File: src/rtl/uncached_dbridge.sv
// Uncached DCache-side bridge: turns one uncached CPU load/store into a single-beat
// AR/R or AW/W/B bus transaction and stalls the CPU until it completes or times out.
module uncached_dbridge #(
    parameter int unsigned WAIT_LIMIT = 1024,
    parameter logic [31:0] ERR_DATA   = 32'hDEAD_BEEF
) (
    input  logic        clk,
    input  logic        rst,
    input  logic [31:0] d_addr,
    input  logic [1:0]  d_en,
    input  logic [3:0]  w_b_s,
    input  logic [31:0] d_wdata,
    input  logic [2:0]  d_size,
    input  logic        cached_DCache,
    output logic [31:0] u_rdata,
    output logic        u_stall,
    output logic        u_err,
    output logic [31:0] araddr,
    output logic [2:0]  arsize,
    output logic        arvalid,
    input  logic        arready,
    input  logic [31:0] rdata,
    input  logic        rvalid,
    output logic        rready,
    output logic [31:0] awaddr,
    output logic [2:0]  awsize,
    output logic        awvalid,
    input  logic        awready,
    output logic [31:0] wdata,
    output logic [3:0]  wstrb,
    output logic        wvalid,
    input  logic        wready,
    input  logic        bvalid,
    output logic        bready
);

    typedef enum logic [2:0] {
        IDLE, RD_ADDR, RD_DATA, WR_REQ, WR_RESP, DONE
    } state_t;

    localparam int unsigned CW      = (WAIT_LIMIT > 1) ? $clog2(WAIT_LIMIT) : 1;
    localparam logic [CW-1:0] CNT_MAX = CW'(WAIT_LIMIT - 1);
    localparam bit          TO_EN   = (WAIT_LIMIT != 0);

    state_t        state_q, state_d;
    logic [31:0]   addr_q, addr_d;
    logic [31:0]   wdata_q, wdata_d;
    logic [3:0]    strb_q, strb_d;
    logic [2:0]    size_q, size_d;
    logic [31:0]   rdata_q, rdata_d;
    logic          aw_done_q, aw_done_d;
    logic          w_done_q, w_done_d;
    logic [CW-1:0] cnt_q, cnt_d;
    logic          err_q, err_d;

    logic hit, waiting, timeout, to_fire;
    logic ar_hs, aw_hs, w_hs, wr_req_done;

    assign hit         = d_en[0] & ~cached_DCache;
    assign waiting     = (state_q == RD_ADDR) || (state_q == RD_DATA) ||
                         (state_q == WR_REQ)  || (state_q == WR_RESP);
    assign timeout     = TO_EN && waiting && (cnt_q == CNT_MAX);
    assign ar_hs       = arvalid & arready;
    assign aw_hs       = awvalid & awready;
    assign w_hs        = wvalid & wready;
    assign wr_req_done = (aw_done_q | aw_hs) & (w_done_q | w_hs);

    always_ff @(posedge clk) begin
        if (rst) begin
            state_q <= IDLE;
        end else begin
            state_q <= state_d;
        end
    end

    // A handshake in the final wait cycle still wins over the timeout.
    always_comb begin
        state_d = state_q;
        to_fire = 1'b0;
        case (state_q)
            IDLE: begin
                if (hit) state_d = d_en[1] ? WR_REQ : RD_ADDR;
            end
            RD_ADDR: begin
                if (ar_hs)        state_d = RD_DATA;
                else if (timeout) begin state_d = DONE; to_fire = 1'b1; end
            end
            RD_DATA: begin
                if (rvalid)       state_d = DONE;
                else if (timeout) begin state_d = DONE; to_fire = 1'b1; end
            end
            WR_REQ: begin
                if (wr_req_done)  state_d = WR_RESP;
                else if (timeout) begin state_d = DONE; to_fire = 1'b1; end
            end
            WR_RESP: begin
                if (bvalid)       state_d = DONE;
                else if (timeout) begin state_d = DONE; to_fire = 1'b1; end
            end
            DONE:    state_d = IDLE;
            default: state_d = IDLE;
        endcase
    end

    always_comb begin
        addr_d  = addr_q;
        wdata_d = wdata_q;
        strb_d  = strb_q;
        size_d  = size_q;
        rdata_d = rdata_q;
        if (state_q == IDLE && hit) begin
            addr_d  = d_addr;
            wdata_d = d_wdata;
            strb_d  = w_b_s;
            size_d  = d_size;
        end
        if (state_q == RD_DATA && rvalid) begin
            rdata_d = rdata;
        end else if (to_fire && (state_q == RD_ADDR || state_q == RD_DATA)) begin
            rdata_d = ERR_DATA;
        end
        aw_done_d = (state_d == WR_REQ) & (aw_done_q | aw_hs);
        w_done_d  = (state_d == WR_REQ) & (w_done_q | w_hs);
        cnt_d     = (TO_EN && waiting && state_d == state_q) ? cnt_q + 1'b1 : '0;
        err_d     = to_fire;
    end

    always_ff @(posedge clk) begin
        if (rst) begin
            addr_q    <= '0;
            wdata_q   <= '0;
            strb_q    <= '0;
            size_q    <= '0;
            rdata_q   <= '0;
            aw_done_q <= 1'b0;
            w_done_q  <= 1'b0;
            cnt_q     <= '0;
            err_q     <= 1'b0;
        end else begin
            addr_q    <= addr_d;
            wdata_q   <= wdata_d;
            strb_q    <= strb_d;
            size_q    <= size_d;
            rdata_q   <= rdata_d;
            aw_done_q <= aw_done_d;
            w_done_q  <= w_done_d;
            cnt_q     <= cnt_d;
            err_q     <= err_d;
        end
    end

    always_comb begin
        u_stall = 1'b0;
        arvalid = 1'b0;
        rready  = 1'b0;
        awvalid = 1'b0;
        wvalid  = 1'b0;
        bready  = 1'b0;
        case (state_q)
            IDLE:    u_stall = hit;
            RD_ADDR: begin u_stall = 1'b1; arvalid = 1'b1; end
            RD_DATA: begin u_stall = 1'b1; rready = 1'b1; end
            WR_REQ: begin
                u_stall = 1'b1;
                awvalid = ~aw_done_q;
                wvalid  = ~w_done_q;
            end
            WR_RESP: begin u_stall = 1'b1; bready = 1'b1; end
            default: u_stall = 1'b0;
        endcase
    end

    assign araddr  = addr_q;
    assign awaddr  = addr_q;
    assign arsize  = size_q;
    assign awsize  = size_q;
    assign wdata   = wdata_q;
    assign wstrb   = strb_q;
    assign u_rdata = rdata_q;
    assign u_err   = err_q;

endmodule

File: config.mk
export PLATFORM = sky130hd
export DESIGN_NAME = uncached_dbridge
export DESIGN_NICKNAME = d
export VERILOG_FILES = /design/src/rtl/uncached_dbridge.sv
export SDC_FILE = /design/constraint.sdc
export NUM_CORES = 1
export LEC_CHECK = 0
export CAP_MARGIN = 15
export CORE_MARGIN = 2
export CORE_UTILIZATION = 43
export DETAILED_ROUTE_END_ITERATION = 12
export GPL_ROUTABILITY_DRIVEN = 1
export PLACE_DENSITY = 0.94
export SYNTH_ARGS = -nofsm -noshare
export SYNTH_HDL_FRONTEND = slang
export SYNTH_SLANG_ARGS = --single-unit
File: constraint.sdc
create_clock -name clk -period 6.2 [get_ports clk]
set_input_delay 1.24 -clock clk [delete_from_list [all_inputs] [get_ports clk]]
set_output_delay 1.24 -clock clk [all_outputs]
set_load 0.005 [all_outputs]
==> results of run 1 <==
-- cell type report --
cell class | instances | area (sq um) | share of cell area, %
inverter | 30 | 113 | 1.44
clock inverter | 13 | 146 | 1.87
sequential | 119 | 2380 | 30.4
clock buffer | 18 | 439 | 5.61
tap | 140 | 175 | 2.24
timing repair buffer | 262 | 2620 | 33.4
multi-input combinational | 371 | 1950 | 25.0
-- cells by family (layout without fill, tap and decap cells) --
| family | Yosys count | in the layout | synth area share (%) |
|---|---|---|---|
| xor gates and xnor gates | 9 | 9 | 1.62 |
| buffers and inverters | 105 | 323 | 11.4 |
| DFF | 119 | 119 | 48.8 |
| adders and majority gates | 1 | 1 | 0.256 |
| and+or+nand+nor | 229 | 229 | 19.9 |
| AOI/OAI and AO/OA | 132 | 132 | 18.0 |
-- path summary, 6_finish.rpt --
kind	from	end	slack [ns]	cells past startpoint
min reg2reg	wstrb[2]	wstrb[2]	0.45	2
max	cached_DCache	u_stall	2.42	5
max reg2reg	state_q[0]	u_rdata[16]	3.54	6
min	wstrb[2]	wstrb[2]	0.45	2
-- layer usage --
layer | vias to the layer above | wire [um] | global-route usage [%]
met3 | 14 | 1060 | 7.63
met1 | 2147 | 5510 | 25.6
met2 | 188 | 7540 | 41.8
met5 | - | 0 | 0
met4 | 0 | 200 | 7.83
li1 | 2338 | - | -
-- flip-flops by register name (all words and copies together) (netlist names), 3 cells and up --
name     flops
araddr      32
u_rdata     32
wdata       32
cnt_q       10
wstrb        4
arsize       3
state_q      3
-- critical path, cell delays in order --
cell and delay (ns):
clkdlybuf4s50_1 0.39, nor2_1 0.18, nand3_2 0.10, nand2_1 0.08, clkdlybuf4s50_1 0.55
-- through the flow --
| stage | cell area, sq um | setup slack, ns |
|---|---|---|
| 6_report | 7830 | 2.42 |
| 3_3_place_gp | 7220 | 2.41 |
| 2_1_floorplan | 4880 | 2.96 |
| 3_5_place_dp | 7220 | 2.30 |
| 4_1_cts | 7810 | 2.40 |
| 5_1_grt | 7830 | 2.29 |
-- cell usage in the layout (no fill, tap or decap), types with 2 or more instances in the layout --
cell type / count
a31oi_1: 3
o22ai_1: 2
a21oi_1: 80
and3_1: 3
o21ai_0: 10
o31a_1: 2
nor2_1: 37
a211oi_2: 20
xor2_1: 6
and4b_1: 2
xnor2_1: 3
nand3_1: 6
dfxtp_1: 119
o211ai_1: 3
clkdlybuf4s50_1: 256
clkinvlp_4: 5
inv_6: 4
nor3_1: 10
nand2_1: 155
clkbuf_16: 17
inv_1: 29
nor2b_1: 2
bufinv_16: 2
a211oi_1: 5
buf_4: 5
-- power by group through the flow --
stage                     clock [uW]  combinational, uW  sequential [uW]
after floorplan                    0                111              831
after global placement             0                269              832
after global routing            1020                295              821
after detailed placement           0                273              834
after CTS                        983                275              817
final                            965                273              817
==> reports/metrics.csv, run 1 <==
metric,value,unit
status,"complete, no violations",
starting density of the core,44.6,%
area added between synthesis and finish,60.3,%
pwr/cell area,263,mW/mm^2
H-Tree Depth,4,
post-synth top area share,48.8,%
"Arr. time, crit path",2.54,ns
sequential fraction of the synthesis area,48.8,%
core area,0.0109,sq mm
sw frac,24.1,%
Post-CTS Hold Buffers,0,
Final Total Pwr,2060,uW
Root Buffer,clkbuf_16,
"flops & latches, synth",119,
max-cap viol count,0,
clock share of power,46.9,%
most frequent cell after synthesis,nand2_1,
switching power,494,uW
routability cong.,0.829,
Die ar.,0.0122,sq mm
fin crit share,61.0,%
Worst setup EP type,output pin,
Synth cell types,44,
fraction of layout cells with a size suffix above 1,8.12,%
final setup skew,0.00996,ns
io pins,258,
"Clk Latency, worst-skew pair",0.40,ns
Synth Instances,595,
number of global-route vias before repair,4642,
# clock sinks,119,
Post-Layout Cell Count,953,
Total GRT Usage,23.2,%
Post-CTS Setup Bufs,0,
post-CTS sizing,0,
Num CTS Buffers,17,
Synth top cells by count,"nand2_1 (155), dfxtp_1 (119), a21oi_1 (80)",
Fill cells,822,
wire per inst,15.0,um
ys async rst share,0,%
Die Y,111,um
Max clock buf depth,2,
first-pass GRT wire length,23200,um
CTS tree,built,
sequential power share,39.8,%
die width,111,um
diodes inserted,0,
final core utilization,71.6,%
Required @ worst endpoint,4.96,ns
Yosys warning total,0,
Max Slew Vio Count,0,
Post-synth EDFFs,0,
drc violations,0,
IO buf count,257,
post-DR vias/cell,4.92,
startpoint types,input port,
largest net degree at the start of global routing,74,
Detail Placement HPWL,10400,um
crit-path max FO,2,
Worst VDD drop,0.000231,V
worst rel slew slack,39.8,%
Detailed Routing Iterations Pass 1,4,
Comb pwr share,13.3,%
Placed Cells,921,
fin crit period,3.78,ns
Post-Syn Area per Cell,8.20,sq um
total number of vias,4687,
Std-Cell Rows,38,
Final #Nets,915,
ranking of synthesized cells by area,"dfxtp_1 (49%), nand2_1 (12%), a21oi_1 (8.2%), buf_4 (5.5%), a211oi_2 (5.1%)",
Setup TNS Final,0,ns
Mapped Area,0.00488,sq mm
Power Internal,1560,uW
initial antenna violation count,0,
grt total ovfl,0,
syn_nets,709,
count of final setup violators,0,
critical path type,in -> out,
Final Hold Viols,0,
hold_ws,0.451,ns
initial drt markers,268,
Routed WL,14300,um
LEAKAGE,0.00279,uW
Worst Hold Class,reg -> reg,
Final ANT Viol Nets,0,
Fmax,264,MHz
unrepaired setup endpoints after global routing,false,
clock slew at the register clock pins of the worst setup and hold paths,0.05,ns
Synth area leader,dfxtp_1,
Main synth FF type,dfxtp_1,
worst-margin pin slew,0.891,ns
Note: power is estimated with default switching activity, not from simulation.
==> run 2, diff against run 1 <==
--- a/config.mk
+++ b/config.mk
@@ -7,10 +7,10 @@
 export LEC_CHECK = 0
 export CAP_MARGIN = 15
 export CORE_MARGIN = 2
-export CORE_UTILIZATION = 43
+export CORE_UTILIZATION = 39
 export DETAILED_ROUTE_END_ITERATION = 12
 export GPL_ROUTABILITY_DRIVEN = 1
-export PLACE_DENSITY = 0.94
+export PLACE_DENSITY = 0.87
 export SYNTH_ARGS = -nofsm -noshare
 export SYNTH_HDL_FRONTEND = slang
 export SYNTH_SLANG_ARGS = --single-unit
==> constraint.sdc (replaced) <==
create_clock -name clk -period 3.7 [get_ports clk]
set_input_delay 0.74 -clock clk [delete_from_list [all_inputs] [get_ports clk]]
set_output_delay 0.74 -clock clk [all_outputs]
set_load 0.005 [all_outputs]
==> run 2 against run 1 <==
Net effect: first-iteration DRC count rose by 36%; register-to-register slack worse by 2.2 ns; cell count increased by 2.7%; sequential share of layout area barely moved; via count is essentially flat; flip-flop and latch count stayed put; core utilization down 6.9 points; highest routed layer unchanged; critical path depth is 1 lower; hold slack about the same; setup slack got worse by 1.7 ns.
==> reports/metrics.csv, run 2 (synthesis results as in run 1) <==
metric,value,unit,change
status,"complete, no violations",,unchanged
fin crit share,80.6,%,
Comb pwr share,13.9,%,was 13.3%
crit-path max FO,14,,was 2
Post-Layout Cell Count,979,,was 953
Max Slew Vio Count,0,,unchanged
initial drt markers,364,,was 268
startpoint types,register,,was input port
Detail Placement HPWL,10200,um,"was 10,400 um"
pwr/cell area,423,mW/mm^2,was 263 mW/mm^2
most frequent cells in the layout,"clkdlybuf4s50_1 (256), nand2_1 (155), dfxtp_1 (119)",,unchanged
"Arr. time, crit path",2.24,ns,was 2.54 ns
core area,0.0121,sq mm,was 0.0109 sq mm
diodes inserted,0,,unchanged
CP top delay family,flip-flops,,was buffers and inverters
worst-margin pin slew,0.753,ns,was 0.891 ns
clock slew at the register clock pins of the worst setup and hold paths,0.05,ns,about the same
post-CTS sizing,0,,unchanged
fraction of layout cells with a size suffix above 1,7.52,%,was 8.12%
io pins,258,,unchanged
drc violations,0,,unchanged
switching power,750,uW,was 494 uW
Root Buffer,clkbuf_16,,unchanged
Die ar.,0.0134,sq mm,was 0.0122 sq mm
die width,116,um,was 111 um
fin crit period,2.98,ns,
CTS tree,built,,unchanged
critical path type,reg -> out,,was in -> out
Num CTS Buffers,17,,unchanged
wire per inst,14.6,um,was 15.0 um
Setup TNS Final,0,ns,unchanged
worst rel slew slack,49.8,%,was 39.8%
routability cong.,0.910,,was 0.829
Max clock buf depth,2,,unchanged
total number of vias,4683,,"was 4,687"
area added between synthesis and finish,60.4,%,was 60.3%
"most common cell after layout, fill and taps aside",clkdlybuf4s50_1,,unchanged
sw frac,22.6,%,was 24.1%
number of global-route vias before repair,4470,,"was 4,642"
Std-Cell Rows,40,,was 38
Worst VDD drop,0.000271,V,was 0.000231 V
Final #Nets,916,,was 915
Worst Hold Class,reg -> reg,,unchanged
# clock sinks,119,,unchanged
largest net degree at the start of global routing,73,,was 74
Fmax,335,MHz,
max-cap viol count,0,,unchanged
LEAKAGE,0.00280,uW,was 0.00279 uW
Final ANT Viol Nets,0,,unchanged
sequential power share,41.4,%,was 39.8%
Post-CTS Hold Buffers,0,,unchanged
grt total ovfl,0,,unchanged
"Clk Latency, worst-skew pair",0.40,ns,about the same
Required @ worst endpoint,2.96,ns,was 4.96 ns
clock share of power,44.6,%,was 46.9%
unrepaired setup endpoints after global routing,false,,unchanged
count of final setup violators,0,,unchanged
Finished Cell Area,0.00783,sq mm,about the same
post-DR vias/cell,4.78,,was 4.92
hold_ws,0.451,ns,about the same
first-pass GRT wire length,21800,um,"was 23,200 um"
Placed Cells,951,,was 921
H-Tree Depth,4,,unchanged
Detailed Routing Iterations Pass 1,5,,was 4
Power Internal,2560,uW,was 1560 uW
starting density of the core,40.3,%,was 44.6%
initial antenna violation count,0,,unchanged
Die Y,116,um,was 111 um
max incr delay on CP,0.60,ns,was 0.55 ns
Fill cells,1015,,was 822
Worst Path Buf+Inv,1,,was 2
final setup skew,0.00585,ns,was 0.00996 ns
Worst setup EP type,output pin,,unchanged
Total GRT Usage,20.9,%,was 23.2%
DP Area,0.00730,sq mm,was 0.00722 sq mm
Post-CTS Setup Bufs,0,,unchanged
Routed WL,14300,um,about the same
Worst path slowest cell,dfxtp_1,,was clkdlybuf4s50_1
IO buf count,257,,unchanged
Final Hold Viols,0,,unchanged
critical path cell sequence,nor2_1 -> xor2_1 -> nand2_1 -> clkdlybuf4s50_1,,was clkdlybuf4s50_1 -> nor2_1 -> nand3_2 -> nand2_1 -> clkdlybuf4s50_1
==> run 2: cell types whose count changed in the layout (fill, tap and decap cells not counted), sizes merged <==
| cell | change |
|---|---|
| clkbuf | +5 |
| inv | -4 |
| clkinv | +2 |
| buf | +1 |
| bufinv | -1 |
| clkinvlp | -5 |
==> run 2: final timing paths <==
check,start,end,slack (ns),cells after the start
max,state_q[0],u_stall,0.72,4
max reg2reg,state_q[0],u_rdata[2],1.31,6
min,wdata[31],wdata[31],0.45,2
min reg2reg,wdata[31],wdata[31],0.45,2
==> run 2: metal layers <==
layer | routed length (um) | up-vias | global-route usage [%]
met4 | 410 | 0 | 10.1
li1 | - | 2333 | -
met2 | 7140 | 203 | 35.5
met5 | 0 | - | 0
met1 | 5510 | 2112 | 23.3
met3 | 1270 | 35 | 7.43
==> run 2: cell type report <==
| class | instances | area (sq um) | area share, % |
|---|---|---|---|
| Clock buffer | 23 | 478 | 6.11 |
| Clock inverter | 5 | 50.0 | 0.639 |
| Inverter | 30 | 113 | 1.44 |
| Multi-Input combinational cell | 371 | 1950 | 25.0 |
| Sequential cell | 119 | 2380 | 30.4 |
| Tap cell | 168 | 210 | 2.69 |
| Timing Repair Buffer | 263 | 2640 | 33.7 |
==> run 2: power groups by stage <==
stage / logic [uW] / clock network (uW) / registers [uW]
2_1_floorplan: 185 / 0 / 1390
3_3_place_gp: 457 / 0 / 1390
3_5_place_dp: 463 / 0 / 1400
4_1_cts: 467 / 1510 / 1370
5_1_grt: 503 / 1560 / 1380
6_report: 461 / 1480 / 1370
==> run 2: tightest hold or removal path, delay by kind of cell, from the launching register on <==
family,cells,cell delay [ns]
flip-flops,1,0.30
AO/OA/AOI/OAI,1,0.05
AND/OR/NAND/NOR,1,0.05
==> run 2: per-stage QoR <==
stage               util [%]  setup WS, ns  total power, uW
global route            64.6         0.587             3440
CTS                     64.6         0.713             3340
finish                  64.6         0.718             3310
detailed placement      60.3         0.804             1860
global placement        60.3         0.901             1850
floorplan                  -          1.46             1580
==> run 3, diff against run 2 <==
--- a/config.mk
+++ b/config.mk
@@ -7,10 +7,10 @@
 export LEC_CHECK = 0
 export CAP_MARGIN = 15
 export CORE_MARGIN = 2
-export CORE_UTILIZATION = 39
+export CORE_UTILIZATION = 36
 export DETAILED_ROUTE_END_ITERATION = 12
 export GPL_ROUTABILITY_DRIVEN = 1
-export PLACE_DENSITY = 0.87
+export PLACE_DENSITY = 0.84
 export SYNTH_ARGS = -nofsm -noshare
 export SYNTH_HDL_FRONTEND = slang
 export SYNTH_SLANG_ARGS = --single-unit
==> constraint.sdc (replaced) <==
create_clock -name clk -period 2.7 [get_ports clk]
set_input_delay 0.54 -clock clk [delete_from_list [all_inputs] [get_ports clk]]
set_output_delay 0.54 -clock clk [all_outputs]
set_load 0.005 [all_outputs]
==> run 3 against run 2 <==
Net effect: core utilization shrank 4.9 points; clock skew is essentially flat; via count grew 0.94%; register-to-register slack lost 0.74 ns; global-route usage shrank 1.1 points; count of clock-buffer cells in the layout grew 1; non-clock buffer count grew 7.
==> reports/metrics.csv, run 3 (synthesis results as in run 1) <==
metric,value,unit,change
Max clock buf depth,2,,unchanged
IO buf count,257,,unchanged
number of global-route vias before repair,4633,,"was 4,470"
most frequent cells in the layout,"clkdlybuf4s50_1 (256), nand2_1 (155), dfxtp_1 (118)",,"was clkdlybuf4s50_1 (256), nand2_1 (155), dfxtp_1 (119)"
fin crit period,2.58,ns,
Die Y,120,um,was 116 um
critical path type,reg -> out,,unchanged
Final ANT Viol Nets,0,,unchanged
routability cong.,0.917,,was 0.910
Total GRT Usage,19.8,%,was 20.9%
"Arr. time, crit path",2.04,ns,was 2.24 ns
pwr/cell area,574,mW/mm^2,was 423 mW/mm^2
CTS tree,built,,unchanged
startpoint types,register,,unchanged
max-cap viol count,0,,unchanged
Post-CTS Hold Buffers,0,,unchanged
worst-margin pin slew,0.588,ns,was 0.753 ns
Final #Nets,923,,was 916
wire per inst,14.6,um,about the same
Setup TNS Final,0,ns,unchanged
unrepaired setup endpoints after global routing,false,,unchanged
drc violations,0,,unchanged
io pins,258,,unchanged
hold depth,2,,unchanged
Max Slew Vio Count,0,,unchanged
post-DR vias/cell,4.75,,was 4.78
fraction of layout cells with a size suffix above 1,8.42,%,was 7.52%
Routed WL,14600,um,"was 14,300 um"
starting density of the core,36.9,%,was 40.3%
Num CTS Buffers,17,,unchanged
Required @ worst endpoint,2.16,ns,was 2.96 ns
clock slew at the register clock pins of the worst setup and hold paths,0.05,ns,about the same
LEAKAGE,0.00283,uW,was 0.00280 uW
Detailed Routing Iterations Pass 1,4,,was 5
first-pass GRT wire length,22700,um,"was 21,800 um"
Final Total Pwr,4530,uW,was 3310 uW
fin crit share,95.6,%,
Finished Cell Area,0.00791,sq mm,was 0.00783 sq mm
diodes inserted,0,,unchanged
DP Area,0.00737,sq mm,was 0.00730 sq mm
Fmax,387,MHz,
die width,120,um,was 116 um
Die ar.,0.0145,sq mm,was 0.0134 sq mm
worst rel slew slack,60.8,%,was 49.8%
Fill cells,1176,,"was 1,015"
Worst Hold Class,reg -> reg,,unchanged
core area,0.0132,sq mm,was 0.0121 sq mm
final setup skew,0.00608,ns,was 0.00585 ns
initial antenna violation count,0,,unchanged
largest net degree at the start of global routing,54,,was 73
hold_ws,0.450,ns,was 0.451 ns
crit-path max FO,10,,was 14
Root Buffer,clkbuf_16,,unchanged
Std-Cell Rows,42,,was 40
Detail Placement HPWL,10400,um,"was 10,200 um"
initial drt markers,296,,was 364
Final Hold Viols,0,,unchanged
# clock sinks,119,,unchanged
H-Tree Depth,4,,unchanged
"Clk Latency, worst-skew pair",0.40,ns,about the same
post-layout worst setup margin,0.118,ns,was 0.718 ns
Worst setup EP type,output pin,,unchanged
grt total ovfl,0,,unchanged
area added between synthesis and finish,62.0,%,was 60.4%
status,"complete, no violations",,unchanged
pre-CTS WS,0.239,ns,was 0.804 ns
Worst VDD drop,0.000738,V,was 0.000271 V
total number of vias,4727,,"was 4,683"
"most common cell after layout, fill and taps aside",clkdlybuf4s50_1,,unchanged
count of final setup violators,0,,unchanged
worst reg2reg path depth,6,,unchanged
## run 3: final timing paths
kind | start | end | slack [ns]
setup / recovery | state_q[1] | u_stall | 0.12
hold / removal | wstrb[0] | wstrb[0] | 0.45
setup reg to reg | cnt_q[0] | w_done_q | 0.57
hold reg to reg | wstrb[0] | wstrb[0] | 0.45
## run 3: critical path, stage by stage (launching register included)
cell and delay, ns:
dfxtp_1 0.39, nor2_1 0.37, xor2_2 0.28, nand2_1 0.13
clkdlybuf4s50_1 0.46
## run 3: through the flow
stage	util (%)	cells
floorplan	-	595
global placement	55.7	966
detailed placement	55.7	966
CTS	59.6	995
global route	59.7	995
finish	59.7	995
## run 3: report_power, final
part	leakage [uW]	internal, uW	switching, uW
registers	0.000967	1830	49.4
clock network	0.000260	1290	716
logic	0.00161	385	267
## run 3: area by class of cell
class                   instances  area, sq um  share of cell area, %
multi-input cells             371         1960                   24.8
inverters                      30          113                   1.42
clock inverters                 5         50.0                  0.633
well taps                     176          220                   2.79
clock buffers                  24          472                   5.97
repair buffers                270         2710                   34.2
flip-flops and latches        119         2380                   30.2
## run 3: per-layer routing
| metal | vias to the layer above | global-route usage (%) | share of wire (%) |
|---|---|---|---|
| met5 | - | 0 | 0 |
| li1 | 2352 | - | - |
| met2 | 196 | 33.8 | 49 |
| met1 | 2160 | 22.3 | 40 |
| met4 | 0 | 7.19 | 1.9 |
| met3 | 19 | 7.97 | 9.6 |
## run 3: timing repair
| item | 4_1_cts | 5_1_grt |
|---|---|---|
| resized for setup | 0 | 2 |
| setup endpoints to repair | 0 | 1 |
| buffers inserted | 0 | 0 |
